$ cat src/rtl/pc_seq_pkg.sv
// Shared types for the program-counter sequencer: op encodings and FSM states.
package pc_seq_pkg;

    localparam int PC_OP_W = 3;

    typedef enum logic [PC_OP_W-1:0] {
        OP_INC  = 3'd0,
        OP_JMP  = 3'd1,
        OP_BR   = 3'd2,
        OP_CALL = 3'd3,
        OP_RET  = 3'd4,
        OP_RETI = 3'd5
    } pc_op_t;

    typedef enum logic {
        RUN  = 1'b0,
        HALT = 1'b1
    } seq_state_t;

endpackage

$ cat src/rtl/ras_stack.sv
// Return-address LIFO: occupancy counter with async reset, storage left unreset.
module ras_stack #(
    parameter int WIDTH = 12,
    parameter int DEPTH = 8,
    localparam int CW   = $clog2(DEPTH + 1),
    localparam int AW   = $clog2(DEPTH)
) (
    input  logic             clk,
    input  logic             rst,
    input  logic             push,
    input  logic             pop,
    input  logic [WIDTH-1:0] din,
    output logic [WIDTH-1:0] top,
    output logic [CW-1:0]    count,
    output logic             full,
    output logic             empty
);

    logic [WIDTH-1:0] r_mem [DEPTH];
    logic [CW-1:0]    r_count;

    assign count = r_count;
    assign full  = (r_count == CW'(DEPTH));
    assign empty = (r_count == '0);
    assign top   = r_mem[AW'(r_count - CW'(1))];

    // Callers gate push/pop with full/empty; the guards here only keep the pointer sane.
    always_ff @(posedge clk or negedge rst) begin
        if (!rst) begin
            r_count <= '0;
        end else if (push && !full) begin
            r_count <= r_count + CW'(1);
        end else if (pop && !empty) begin
            r_count <= r_count - CW'(1);
        end
    end

    always_ff @(posedge clk) begin
        if (push && !full) begin
            r_mem[AW'(r_count)] <= din;
        end
    end

endmodule

$ cat src/rtl/pc_sequencer.sv
// Program-counter sequencer: next-PC mux, return-address stack and RUN/HALT FSM.
// Optional interrupt entry/exit is enabled by defining PC_SEQ_IRQ_EN.
module pc_sequencer
    import pc_seq_pkg::*;
#(
    parameter int               PC_W      = 12,
    parameter int               OFF_W     = 8,
    parameter int               DEPTH     = 8,
    parameter logic [PC_W-1:0]  RESET_VEC = '0,
    parameter logic [PC_W-1:0]  IRQ_VEC   = PC_W'(12'h010),
    localparam int              DW        = $clog2(DEPTH + 1)
) (
    input  logic               clk,
    input  logic               rst,
    input  logic               stall,
    input  logic [PC_OP_W-1:0] pc_op,
    input  logic               cond,
    input  logic [PC_W-1:0]    target,
    input  logic [OFF_W-1:0]   offset,
`ifdef PC_SEQ_IRQ_EN
    input  logic               irq,
    output logic               in_isr,
`endif
    output logic [PC_W-1:0]    pc,
    output logic [PC_W-1:0]    pc_plus1,
    output logic [DW-1:0]      depth,
    output logic               halted,
    output logic               ovf,
    output logic               unf
);

    seq_state_t       r_state;
    logic [PC_W-1:0]  r_pc;
    logic             r_ovf;
    logic             r_unf;

    logic             w_run;
    logic             w_irq_take;
    logic             w_is_call;
    logic             w_is_ret;
    logic             w_push;
    logic             w_pop;
    logic             w_full;
    logic             w_empty;
    logic [PC_W-1:0]  w_top;
    logic [PC_W-1:0]  w_pc_plus1;
    logic [PC_W-1:0]  w_off_sx;
    logic [PC_W-1:0]  w_pc_nxt;
    pc_op_t           w_op;

    assign w_op       = pc_op_t'(pc_op);
    assign w_run      = (r_state == RUN) && !stall;
    assign w_pc_plus1 = r_pc + PC_W'(1);
    assign w_off_sx   = {{(PC_W-OFF_W){offset[OFF_W-1]}}, offset};

`ifdef PC_SEQ_IRQ_EN
    logic r_in_isr;
    assign w_irq_take = w_run && irq && !r_in_isr;
    assign in_isr     = r_in_isr;
`else
    assign w_irq_take = 1'b0;
`endif

    // An accepted interrupt overrides whatever op the controller presents.
    assign w_is_call = w_run && !w_irq_take && (w_op == OP_CALL);
    assign w_is_ret  = w_run && !w_irq_take && ((w_op == OP_RET) || (w_op == OP_RETI));
    assign w_push    = (w_is_call || w_irq_take) && !w_full;
    assign w_pop     = w_is_ret && !w_empty;

    ras_stack #(
        .WIDTH (PC_W),
        .DEPTH (DEPTH)
    ) u_ras (
        .clk   (clk),
        .rst   (rst),
        .push  (w_push),
        .pop   (w_pop),
        .din   (w_irq_take ? r_pc : w_pc_plus1),
        .top   (w_top),
        .count (depth),
        .full  (w_full),
        .empty (w_empty)
    );

    always_comb begin
        w_pc_nxt = r_pc;
        if (w_irq_take) begin
            if (!w_full) w_pc_nxt = IRQ_VEC;
        end else if (w_run) begin
            case (w_op)
                OP_JMP:           w_pc_nxt = target;
                OP_BR:            w_pc_nxt = cond ? (w_pc_plus1 + w_off_sx) : w_pc_plus1;
                OP_CALL:          if (!w_full)  w_pc_nxt = target;
                OP_RET, OP_RETI:  if (!w_empty) w_pc_nxt = w_top;
                default:          w_pc_nxt = w_pc_plus1;
            endcase
        end
    end

    always_ff @(posedge clk or negedge rst) begin
        if (!rst) begin
            r_state <= RUN;
            r_pc    <= RESET_VEC;
            r_ovf   <= 1'b0;
            r_unf   <= 1'b0;
        end else begin
            r_pc <= w_pc_nxt;
            if ((w_is_call || w_irq_take) && w_full) begin
                r_ovf   <= 1'b1;
                r_state <= HALT;
            end
            if (w_is_ret && w_empty) begin
                r_unf   <= 1'b1;
                r_state <= HALT;
            end
        end
    end

`ifdef PC_SEQ_IRQ_EN
    always_ff @(posedge clk or negedge rst) begin
        if (!rst) begin
            r_in_isr <= 1'b0;
        end else if (w_irq_take && !w_full) begin
            r_in_isr <= 1'b1;
        end else if (w_pop && (w_op == OP_RETI)) begin
            r_in_isr <= 1'b0;
        end
    end
`endif

    assign pc       = r_pc;
    assign pc_plus1 = w_pc_plus1;
    assign halted   = (r_state == HALT);
    assign ovf      = r_ovf;
    assign unf      = r_unf;

endmodule

$ cat config.mk
export PLATFORM = sky130hd
export DESIGN_NAME = pc_sequencer
export DESIGN_NICKNAME = d
export VERILOG_FILES = /design/src/rtl/pc_seq_pkg.sv /design/src/rtl/ras_stack.sv /design/src/rtl/pc_sequencer.sv
export SDC_FILE = /design/constraint.sdc
export NUM_CORES = 1
export LEC_CHECK = 0
export BUFFER_PORTS_ARGS = -buffer_cell sky130_fd_sc_hd__buf_2
export CORE_ASPECT_RATIO = 2
export CORE_UTILIZATION = 26
export CTS_BUF_LIST = sky130_fd_sc_hd__clkbuf_4
export DETAILED_ROUTE_END_ITERATION = 12
export PLACE_DENSITY = 0.47
export SLEW_MARGIN = 30
export SYNTH_ARGS = -nofsm -noshare
export SYNTH_HDL_FRONTEND = slang
export SYNTH_SLANG_ARGS = --single-unit
$ cat constraint.sdc
create_clock -name clk -period 8.8 [get_ports clk]
set_input_delay 1.76 -clock clk [delete_from_list [all_inputs] [get_ports clk]]
set_output_delay 1.76 -clock clk [all_outputs]
set_load 0.01 [all_outputs]
==> flow_metrics.py, run 1 <==
metrics = {
    "setup_path": {
        "crit_type": "reg2out",
        "critPathSlowestCell": "xor2_1",
        "reg2reg_from": "pc[1]$_DFFE_PN0P_",
        "critPathLaunch": "pc[3]$_DFFE_PN0P_",
        "cpPeakStageDelay_ps": 660,
        "critPathArrivalTime_ps": 2700,
        "cp.required_ps": 7040,
        "cp-end-kind": "output port",
        "crit_buf_inv": 1,
        "cp_cell_sequence": "and4_1 -> nand3_1 -> nor2_1 -> xor2_1 -> buf_2",
        "crit_family": "simple AND/OR/NAND/NOR gates",
        "crit_path_start_kind": "register",
        "worstPathMaxFanout": 11,
    },
    "timing": {
        "rsz0062_at_grt": "no",
        "max_freq_mhz": 224,
        "slew_violations": 0,
        "setup_viol": 0,
        "finClkSkew_ps": 22.8,
        "post-route-min-period_ps": 4460,
        "slew_headroom_pct": 39.1,
        "min_period_over_period_pct": 50.6,
        "report.final.hold_viol_count": 0,
        "tightest_slew_ps": 911,
        "totalNegativeSetupSlack_ps": 0,
        "fin_ws_ps": 4340,
    },
    "final_layout": {
        "drive_gt1_share_pct": 28.7,
        "fin_util_pct": 31.4,
        "fill_cells": 2122,
        "final_nets": 516,
        "final_common_cell": "edfxtp_1",
        "area.sequential_um2": 3360,
        "multi_input_area_um2": 2210,
        "layout_common_cells": "96 x edfxtp_1, 57 x buf_2, 32 x nor2_1, 29 x nand2_1, 22 x mux4_2",
        "final_area_um2": 6640,
        "area_growth_pct": 17.7,
    },
    "cts": {
        "postCtsSetupBuffers": 0,
        "clk_latency_ps": 520,
        "clockBufferDepth": 2,
        "cts-resized-gates": 0,
        "postCtsHoldBufs": 0,
        "clk_pin_slew_ps": 120,
        "root_buffer": "clkbuf_4",
        "cts_buffers": 17,
        "numClockSinks": 115,
        "htreeDepth": 4,
        "cts_tree": "done",
    },
    "place": {
        "place_congestion": 0.786,
        "hpwl_um": 11900,
        "placed_cell_area_um2": 6300,
        "port_buffers": 57,
        "preCtsSetupSlack_ps": 3870,
    },
    "global_route": {
        "grtUsageMet3_pct": 2.47,
        "first_global_vias": 4017,
        "grt_usage_pct": 14.9,
        "grt_pass1_wl_um": 24000,
        "grt_use_met2_pct": 29.2,
        "grt-ovfl-total": 0,
        "grt_max_degree": 33,
        "grt_antenna_before_repair": 1,
        "grt_util_met1_pct": 13.6,
        "grt.busiest_layer": "met2",
    },
    "yosys": {
        "synth_ff_type": "edfxtp_1",
        "syn_area_um2": 5640,
        "syn_inst": 406,
        "synth_seq_area_share_pct": 59.5,
        "yosys_warnings": 0,
        "yosys-top-cells-area": "edfxtp_1 51%, mux4_2 8.8%, dfrtp_1 8.4%",
        "synthArstFlopShare_pct": 16.5,
        "synth_edf_count": 96,
        "synth_seq_cells": 115,
        "synth_cell_types": 56,
        "synth.avg_cell_area_um2": 13.9,
        "syn_nets": 450,
        "yosys.area.top_type": "edfxtp_1",
        "synth_top_area_share_pct": 51.1,
    },
    "power": {
        "switchingPower_uw": 931,
        "power_density_nw_per_um2": 358,
        "irDropWorstVdd_v": 0.000154,
        "intPower_uw": 1450,
        "switching_share_pct": 39.1,
        "p_leak_uw": 0.00243,
        "p_clk_share_pct": 18.9,
        "seq_power_share_pct": 35.5,
        "power_frac_comb_pct": 45.6,
    },
    "route": {
        "finalWirelength_um": 15600,
        "routed_via_density": 4.90,
        "drtIter0Drc": 207,
        "ant_nets": 0,
        "avgRoutedWirePerCell_um": 20.6,
        "vias": 3698,
        "drt_pass1_iterations": 5,
        "drc": 0,
    },
    "die": {
        "core_region_area_um2": 21100,
        "pin_count": 58,
        "die_h_um": 210,
        "die-width_um": 106,
        "die_area_um2": 22300,
        "start_util_pct": 26.7,
        "rows": 75,
    },
    "run_status": {
        "run_status": "finished, final reports clean",
    },
    "hold_path": {
        "min_path_type": "reg2reg",
        "min-delay-start": "unf$_DFFE_PN0P_",
    },
    "flow_run": {
        "maxCapViolCount": 0,
    },
}
stage by stage:
stage	power, µW	cells	hold WS [ps]
2_1_floorplan	1540	406	493
3_3_place_gp	1940	722	441
3_5_place_dp	1960	722	449
4_1_cts	2410	754	472
5_1_grt	2530	755	488
6_report	2380	755	464
flip-flops by register name, summed over array words and instances (netlist names):
name	count
ovf	1
u_ras.count	4
halted	1
pc	12
unf	1
u_ras.r_mem	96
cell usage after synthesis (all sizes together) (2+ instances only):
| master | instances |
|---|---|
| edfxtp | 96 |
| nand4 | 3 |
| xor2 | 13 |
| o211ai | 7 |
| clkbuf | 9 |
| nand2 | 29 |
| a222oi | 4 |
| mux4 | 24 |
| o21ai | 18 |
| nand2b | 4 |
| a21oi | 17 |
| and3 | 2 |
| ha | 16 |
| and2 | 2 |
| buf | 11 |
| a21o | 6 |
| nor3 | 10 |
| xnor2 | 9 |
| nand3 | 6 |
| nor2b | 6 |
| mux2 | 8 |
| mux2i | 6 |
| a211oi | 4 |
| a221oi | 3 |
| nor2 | 35 |
| dfrtp | 19 |
| a31oi | 7 |
| o21a | 4 |
| inv | 10 |
layout make-up:
class	count	share of cell area, %
Timing Repair Buffer	67	5.43
Tap cell	269	5.07
Clock buffer	19	2.15
Inverter	10	0.566
Multi-Input combinational cell	261	33.3
Clock inverter	13	2.85
Antenna cell	1	0.0377
Sequential cell	115	50.7
metal layers:
layer	wire (µm)	part of all wire, %
met1	5120	33
met2	9530	61
met3	351	2.3
met4	550	3.5
met5	0	0
cell families (layout without fill, tap and decap cells):
| group | Yosys count | in the layout | synth area share [%] |
|---|---|---|---|
| adders and majority gates | 17 | 17 | 3.90 |
| and+or+nand+nor | 101 | 101 | 8.12 |
| DFF | 115 | 115 | 59.5 |
| AOI/OAI and AO/OA | 83 | 83 | 10.2 |
| muxes | 38 | 38 | 12.4 |
| other | 0 | 1 | 0 |
| buffers and inverters | 30 | 109 | 2.42 |
| xor gates and xnor gates | 22 | 22 | 3.42 |
power by group through the flow:
| stage | Combinational [µW] | Clock [µW] | Sequential [µW] |
|---|---|---|---|
| finish | 1080 | 450 | 845 |
| global route | 1190 | 484 | 858 |
| CTS | 1100 | 463 | 846 |
| detailed placement | 1100 | 0 | 858 |
| global placement | 1080 | 0 | 854 |
| floorplan | 736 | 0 | 802 |
path summary, 6_finish.rpt:
| kind | endpoint | slack, ps | depth (start not counted) |
|---|---|---|---|
| worst max-delay path | pc_plus1[10] | 4340 | 5 |
| worst min register to register | unf$_DFFE_PN0P_ | 460 | 1 |
| max in group asynchronous | u_ras.count[0]$_DFFE_PN0P_ | 7240 | 1 |
| worst min-delay path | unf$_DFFE_PN0P_ | 460 | 1 |
| worst max register to register | pc[8]$_DFFE_PN0P_ | 5110 | 10 |
| min in group asynchronous | pc[8]$_DFFE_PN0P_ | 1190 | 1 |
No activity file was read; power rests on OpenSTA's default activity.
==> inputs of run 2 (changes only) <==
Clock period 8.8 ns to 4.4 ns, I/O delays scaled along.
==> flow_metrics.py, run 2 (synthesized netlist as in run 1, its figures left out) <==
metrics = {
    "power": {
        "p_leak_uw": 0.00242,
        "finalPower_uw": 4500,
        "irDropWorstVdd_v": 0.000369,
        "power_density_nw_per_um2": 684,
    },
    "place": {
        "placed_cell_area_um2": 6350,
        "place_congestion": 0.855,
        "port_buffers": 57,
        "hpwl_um": 11600,
    },
    "setup_path": {
        "worstPathMaxFanout": 11,
        "crit_family": "XOR/XNOR gates",
        "cpPeakStageDelay_ps": 720,
        "crit_buf_inv": 1,
        "crit_type": "reg2out",
        "critPathArrivalTime_ps": 2690,
        "cp-end-kind": "output port",
        "cp.required_ps": 3520,
        "worst-path-stages": 5,
        "critPathSlowestCell": "xor2_1",
        "cp_cell_sequence": "and4_1 -> nand3_1 -> nor2_1 -> xor2_1 -> buf_2",
        "r2r_cells": 12,
        "crit_path_start_kind": "register",
    },
    "timing": {
        "tightest_slew_ps": 886,
        "rsz0062_at_grt": "no",
        "max_freq_mhz": 280,
        "slew_violations": 0,
        "min_period_over_period_pct": 81.2,
        "slew_headroom_pct": 40.7,
        "report.final.hold_viol_count": 0,
        "post-route-min-period_ps": 3570,
        "hold_ws_ps": 302,
        "setup_viol": 0,
        "totalNegativeSetupSlack_ps": 0,
        "finClkSkew_ps": 32.6,
    },
    "global_route": {
        "grt_usage_pct": 15.1,
        "grt-ovfl-total": 0,
        "grt_max_degree": 32,
        "grt_pass1_wl_um": 24600,
        "first_global_vias": 4079,
        "grt_antenna_before_repair": 1,
    },
    "route": {
        "ant_nets": 0,
        "finalWirelength_um": 16100,
        "avgRoutedWirePerCell_um": 21.0,
        "vias": 3834,
        "drt_pass1_iterations": 5,
        "drc": 0,
        "drtIter0Drc": 196,
        "routed_via_density": 5.00,
    },
    "die": {
        "die_area_um2": 22300,
        "die-width_um": 106,
        "pin_count": 58,
        "core_region_area_um2": 21100,
        "start_util_pct": 26.7,
        "die_h_um": 210,
        "rows": 75,
    },
    "final_layout": {
        "drive_gt1_share_pct": 29.6,
        "area.sequential_um2": 3360,
        "regMostFlops": "u_ras.r_mem",
        "final_area_um2": 6580,
        "layout_common_cells": "96 x edfxtp_1, 57 x buf_2, 35 x nor2_1, 29 x nand2_1, 26 x clkbuf_4",
        "final_common_cell": "edfxtp_1",
        "final_nets": 535,
        "area_growth_pct": 16.6,
        "fill_cells": 2168,
        "multi_input_area_um2": 2170,
        "largest_reg_flops": 96,
    },
    "cts": {
        "numClockSinks": 115,
        "clockBufferDepth": 3,
        "root_buffer": "clkbuf_4",
        "clk_latency_ps": 540,
        "cts_buffers": 25,
        "postCtsSetupBuffers": 0,
        "htreeDepth": 4,
        "cts_tree": "done",
        "clk_pin_slew_ps": 110,
        "cts-resized-gates": 0,
        "postCtsHoldBufs": 0,
    },
    "flow_run": {
        "maxCapViolCount": 0,
    },
    "hold_path": {
        "min_path_type": "in2async",
    },
    "run_status": {
        "run_status": "finished, final reports clean",
    },
}
run 2: changes by cell type in the layout (fill, tap and decap cells not counted), moves of 3 or more:
cell       before  now
buf_4          10   21
bufinv_16       5    0
clkbuf_4       19   26
nor2_1         32   35
nor2_2          3    0
nor3_2          0    4
nor3_4          4    0
run 2: final cells by class:
class                           count  area share (%)
Timing Repair Buffer               78            6.73
Tap cell                          269            5.12
Sequential cell                   115            51.1
Clock buffer                       26            2.97
Multi-Input combinational cell    261            33.0
Inverter                           10           0.571
Clock inverter                      7           0.476
Antenna cell                        1          0.0380
run 2: metal layers:
layer | global-route usage, % | vias to the layer above | share of wire [%]
met1 | 14.8 | 1961 | 35
li1 | - | 1750 | -
met2 | 30.1 | 103 | 60
met4 | 7.61 | 0 | 2.7
met3 | 1.55 | 20 | 2.4
met5 | 0 | - | 0
run 2: path summary, 6_finish.rpt:
kind | from | end | slack, ps
max | pc[3]$_DFFE_PN0P_ | pc_plus1[10] | 830
min | rst | u_ras.count[1]$_DFFE_PN0P_ | 300
max reg2reg | pc[3]$_DFFE_PN0P_ | pc[11]$_DFFE_PN0P_ | 860
min reg2reg | ovf$_DFFE_PN0P_ | ovf$_DFFE_PN0P_ | 460
max in group asynchronous | rst | pc[0]$_DFFE_PN0P_ | 3700
min in group clk | ovf$_DFFE_PN0P_ | ovf$_DFFE_PN0P_ | 460
run 2: report_power, final:
part	leakage, µW	internal (µW)	switching [µW]	total, µW
Combinational	0.00119	941	1290	2230
Clock	0.000140	283	380	664
Sequential	0.00109	1450	150	1600
Total	0.00242	2670	1820	4500
run 2: metrics by stage:
stage / cells / utilization, % / worst slack (ps)
final: 767 / 31.2 / 827
after global routing: 767 / 31.2 / 715
after CTS: 766 / 31.1 / 879
after detailed placement: 733 / 30.1 / 993
after global placement: 733 / 30.1 / 1080
after floorplan: 406 / - / 1050
